**config.mk**
```make
export PLATFORM = sky130hd
export DESIGN_NAME = accum_alu_seq
export DESIGN_NICKNAME = d
export VERILOG_FILES = /design/src/rtl/accum_alu_seq.sv
export SDC_FILE = /design/constraint.sdc
export NUM_CORES = 1
export LEC_CHECK = 0
export ABC_AREA = 1
export CAP_MARGIN = 40
export CORE_AREA = 2 2 78 73
export DETAILED_ROUTE_END_ITERATION = 10
export DIE_AREA = 0 0 80 75
export PLACE_DENSITY = 0.7
export SLEW_MARGIN = 20
export SYNTH_ARGS = -nofsm -noshare
export SYNTH_HDL_FRONTEND = slang
export SYNTH_SLANG_ARGS = --single-unit
```
**constraint.sdc**
```tcl
create_clock -name clk -period 1.4 [get_ports clk]
set_clock_uncertainty 0.15 [all_clocks]
set_input_delay 0.28 -clock clk [delete_from_list [all_inputs] [get_ports clk]]
set_output_delay 0.28 -clock clk [all_outputs]
set_load 0.03 [all_outputs]
```
**src/rtl/accum_alu_seq.sv**
```systemverilog
`default_nettype none
// ============================================================================
// Module   : accum_alu_seq
// Purpose  : Accumulator ALU; single-cycle logic/arith ops, bit-serial shifts.
// Revision : 1.0 - initial release
// ============================================================================
module accum_alu_seq #(
    parameter int DATALEN  = 8,
    parameter int MODELEN  = 4,
    parameter int ERRORLEN = 2
) (
    input  logic                clk,
    input  logic                reset,
    input  logic                start,
    input  logic [MODELEN-1:0]  mode,
    input  logic [DATALEN-1:0]  inA,
    input  logic [DATALEN-1:0]  inB,
    input  logic                clear,
    output logic [DATALEN-1:0]  out,
    output logic [ERRORLEN-1:0] error,
    output logic                busy,
    output logic                done
);

    localparam int SHAMT_W = (DATALEN > 1) ? $clog2(DATALEN) : 1;

    localparam logic [MODELEN-1:0] c_OP_NOP = MODELEN'(4'b0000);
    localparam logic [MODELEN-1:0] c_OP_NOT = MODELEN'(4'b0001);
    localparam logic [MODELEN-1:0] c_OP_SHL = MODELEN'(4'b0010);
    localparam logic [MODELEN-1:0] c_OP_SHR = MODELEN'(4'b0011);
    localparam logic [MODELEN-1:0] c_OP_LD  = MODELEN'(4'b0100);
    localparam logic [MODELEN-1:0] c_OP_AND = MODELEN'(4'b0101);
    localparam logic [MODELEN-1:0] c_OP_OR  = MODELEN'(4'b0110);
    localparam logic [MODELEN-1:0] c_OP_XOR = MODELEN'(4'b0111);
    localparam logic [MODELEN-1:0] c_OP_ADD = MODELEN'(4'b1000);
    localparam logic [MODELEN-1:0] c_OP_SUB = MODELEN'(4'b1001);

    localparam logic [ERRORLEN-1:0] c_ERR_NONE  = ERRORLEN'(2'b00);
    localparam logic [ERRORLEN-1:0] c_ERR_OVF   = ERRORLEN'(2'b01);
    localparam logic [ERRORLEN-1:0] c_ERR_UNF   = ERRORLEN'(2'b10);
    localparam logic [ERRORLEN-1:0] c_ERR_ILLEG = ERRORLEN'(2'b11);

    typedef enum logic [0:0] {
        S_IDLE  = 1'b0,
        S_SHIFT = 1'b1
    } state_t;

    state_t                state_q;
    logic [SHAMT_W-1:0]    cnt_q;
    logic                  dir_right_q;
    logic [DATALEN-1:0]    out_q;
    logic [ERRORLEN-1:0]   err_q;
    logic                  done_q;

    logic [DATALEN:0]      w_sum;
    logic [DATALEN-1:0]    w_diff;
    logic                  w_borrow;
    logic [SHAMT_W-1:0]    w_amt;
    logic [DATALEN-1:0]    w_shl;
    logic [DATALEN-1:0]    w_shr;

    assign w_sum    = {1'b0, inA} + {1'b0, inB};
    assign w_diff   = inA - inB;
    assign w_borrow = (inA < inB);
    assign w_amt    = inB[SHAMT_W-1:0];
    assign w_shl    = {out_q[DATALEN-2:0], 1'b0};
    assign w_shr    = {1'b0, out_q[DATALEN-1:1]};

    always_ff @(posedge clk or negedge reset) begin
        if (!reset) begin
            state_q     <= S_IDLE;
            cnt_q       <= '0;
            dir_right_q <= 1'b0;
            out_q       <= '0;
            err_q       <= c_ERR_NONE;
            done_q      <= 1'b0;
        end else begin
            done_q <= 1'b0;
            if (clear) begin
                state_q <= S_IDLE;
                cnt_q   <= '0;
                out_q   <= '0;
                err_q   <= c_ERR_NONE;
            end else begin
                case (state_q)
                    S_IDLE: begin
                        if (start) begin
                            done_q <= 1'b1;
                            case (mode)
                                c_OP_NOP: err_q <= c_ERR_NONE;
                                c_OP_NOT: begin
                                    out_q <= ~inA;
                                    err_q <= c_ERR_NONE;
                                end
                                c_OP_LD: begin
                                    out_q <= inA;
                                    err_q <= c_ERR_NONE;
                                end
                                c_OP_AND: begin
                                    out_q <= inA & inB;
                                    err_q <= c_ERR_NONE;
                                end
                                c_OP_OR: begin
                                    out_q <= inA | inB;
                                    err_q <= c_ERR_NONE;
                                end
                                c_OP_XOR: begin
                                    out_q <= inA ^ inB;
                                    err_q <= c_ERR_NONE;
                                end
                                c_OP_ADD: begin
                                    out_q <= w_sum[DATALEN-1:0];
                                    err_q <= w_sum[DATALEN] ? c_ERR_OVF : c_ERR_NONE;
                                end
                                c_OP_SUB: begin
                                    out_q <= w_diff;
                                    err_q <= w_borrow ? c_ERR_UNF : c_ERR_NONE;
                                end
                                c_OP_SHL, c_OP_SHR: begin
                                    // Operand is loaded now; the shifting happens one bit per edge in S_SHIFT.
                                    out_q       <= inA;
                                    err_q       <= c_ERR_NONE;
                                    cnt_q       <= w_amt;
                                    dir_right_q <= (mode == c_OP_SHR);
                                    if (w_amt != '0) begin
                                        state_q <= S_SHIFT;
                                        done_q  <= 1'b0;
                                    end
                                end
                                default: err_q <= c_ERR_ILLEG;
                            endcase
                        end
                    end
                    S_SHIFT: begin
                        // Error is sticky for the rest of the shift once any set bit falls off.
                        if (dir_right_q) begin
                            out_q <= w_shr;
                            if (out_q[0]) err_q <= c_ERR_UNF;
                        end else begin
                            out_q <= w_shl;
                            if (out_q[DATALEN-1]) err_q <= c_ERR_OVF;
                        end
                        cnt_q <= cnt_q - SHAMT_W'(1);
                        if (cnt_q == SHAMT_W'(1)) begin
                            state_q <= S_IDLE;
                            done_q  <= 1'b1;
                        end
                    end
                    default: state_q <= S_IDLE;
                endcase
            end
        end
    end

    assign out   = out_q;
    assign error = err_q;
    assign busy  = (state_q == S_SHIFT);
    assign done  = done_q;

endmodule
`default_nettype wire
```
==> results.toml <==
[run_status]
outcome = "finished with violations"
violations = "negative setup slack"

[global_routing]
gr-total-overflow = 0
grt_max_degree = 17
grt_pass1_wl_um = 13500
track_usage = 0.290
antenna_found_initial = 0
grt_pass1_vias = 2895

[clock_tree]
numCtsBuffers = 3
htreeDepth = 1
clockBufferDepth = 2
path_clk_slew_ns = 0.07
cts.sinks = 16
clk_latency_ns = 0.26
cts_tree = "built"
cts_root_buf = "clkbuf_8"

[synth]
ys_ff_latch = 16
syn_nets = 423
ys_async_sr_fraction = 1.00
synth_ff_type = "dfrtp_1"
synth_edf_count = 0
synthesis.area_um2 = 2260
netlist-cell-type-count = 37
syn_inst = 371
synth.avg_cell_area_um2 = 6.09
yosysWarnings = 0
synth-seq-area-share = 0.177

[placement]
pre_cts_ws_ns = -1.06
gp_congestion = 0.911
dp_cells = 545
hpwl_um = 5830
port-buffer-count = 35

[setup_path]
path_buf_inv = 3
cp_slowest_cell = "fa_2"
critPathMaxStageDelay_ns = 0.41
path_delay_family = "simple AND/OR/NAND/NOR gates"
endpoint_kind = "flip-flop"
crit_type = "input port to flip-flop"
worstPathArrival_ns = 1.82
start_kind = "input port"
cp_max_fo = 3
path_cells = "buf_12, inv_12, ha_4, fa_2, buf_4, nand2_1, nor3b_1, nor3_1, nand3_1, nand3_1, nand2_1"
required_ns = 1.45

[drt]
first_pass_iters = 7
postRouteAntennaNets = 0
drt_iter0_drc = 280
wire_per_inst_um = 15.8
drc = 0
vias = 3052
avgViaCountPerCell = 5.41
wirelength_um = 8900

[final_layout]
fin_cells = 564
fillers = 379
syn_to_final_growth_pct = 74.8
nets = 550
fin_util = 0.770
n_antenna_cell = 0
drive_gt1_frac = 0.531
multi_input_area_um2 = 2090
regArea_um2 = 402

[sta]
fmax_ghz = 0.565
fin_crit_sh = 1.26
fin_crit_ns = 1.77
fin_hold_ws_ns = 0.194
maxSlewHeadroom = 0.739
finalHoldViolCount = 0
worst_pin_slew_ns = 0.388
finalWorstSetupSlack_ns = -0.371
finalSetupViolations = 9
drv_slew = 0
rsz0062_at_grt = "yes"

[floorplanning]
rows = 25
die_y_um = 75
coreArea_um2 = 5130
dieArea_um2 = 6000
fp.dieW_um = 80
ios = 36
initial_core_util = 0.441

[worst_hold_path]
hp-class = "input port to asynchronous set/reset pin"

[flow_run]
drv_cap = 0

[power_and_ir_drop]
power.density_nw_per_um2 = 606
max-vdd-ir-drop_mv = 0.380
power.leakage_nw = 2.00
## sequential cells by signal (all words and copies together) (netlist names)
name / cells
error: 2
busy: 1
out: 8
cnt_q: 3
done: 1
dir_right_q: 1
## kinds of logic after synthesis
| kind of cell | count (synthesis) | share of synthesized area |
|---|---|---|
| adder cells (fa/ha/maj) | 28 | 0.162 |
| AND/OR/NAND/NOR | 197 | 0.381 |
| XOR/XNOR | 1 | 0.00387 |
| flip-flops | 16 | 0.177 |
| AO/OA/AOI/OAI | 60 | 0.151 |
| buffers and inverters | 69 | 0.125 |
## path summary, 6_finish.rpt
check	slack (ns)	startpoint	cells after the start	end
max in group asynchronous	0.70	reset	2	busy
setup / recovery	-0.37	inA[0]	11	out[2]
setup reg to reg	-0.13	busy	6	out[4]
min in group clk	0.32	inB[1]	4	cnt_q[1]
hold reg to reg	0.36	error[0]	2	error[0]
hold / removal	0.19	reset	2	error[0]
## metal layers
metal | global-route usage | vias to the layer above | wire length (µm)
li1 | - | 1437 | -
met4 | 0.121 | 0 | 430
met5 | 0 | - | 0
met2 | 0.488 | 174 | 4220
met1 | 0.379 | 1396 | 3500
met3 | 0.0384 | 45 | 753
## where the power goes
group	internal (mW)	switching, mW
clock	0.203	0.173
combinational	0.644	0.801
sequential	0.522	0.0539
total	1.37	1.03
## synth_stat cells (all sizes together), types with 2 or more instances
cell      n  share of area
clkbuf    2         0.0039
dfrtp    16           0.18
a31oi     3          0.015
o22ai     8          0.022
o21ai    19          0.044
nor3      3         0.0066
or2       4          0.011
a21oi    27          0.060
nor2     42          0.084
nand4     3         0.0083
inv      62           0.11
ha       26           0.14
fa        2          0.018
nand3    32          0.073
nand2   111           0.19
buf       5          0.016
## stage by stage
stage	setup TNS, ns	instance area (µm²)	power, mW
floorplan	-2.19	2400	1.21
global placement	-12.51	3320	1.68
detailed placement	-13.14	3320	1.70
CTS	-2.11	3690	2.23
global route	-2.81	3950	2.53
finish	-2.31	3950	2.40
## layout by cell type (no fill, tap or decap), types with 5 or more instances in the layout
cell,n
nor2_4,9
ha_4,13
inv_1,25
nand3_2,14
nand2_2,23
nand2_1,81
o22ai_1,7
a21oi_2,9
nand3_1,15
nor2_1,26
a21oi_1,18
o21ai_0,7
buf_2,5
inv_4,11
dfrtp_1,15
o21ai_1,8
ha_1,8
nor2_2,6
buf_4,98
ha_2,5
buf_6,15
nand2_4,7
inv_2,24
## timing repair
| item | 4_1_cts | 5_1_grt |
|---|---|---|
| endpoints found under the setup margin | 16 | 15 |
| pin swaps | 52 | 48 |
| hold buffers | 0 | 0 |
| resized for setup | 157 | 83 |
| setup buffers | 12 | 3 |
| gates cloned | 1 | 0 |
## cell type report
class                      instances  area share
tap                               67      0.0212
multi-input combinational        287       0.530
inverter                          62      0.0709
timing repair buffer             128       0.265
sequential                        16       0.102
clock buffer                       4      0.0114
(Power assumes the default switching activity.)
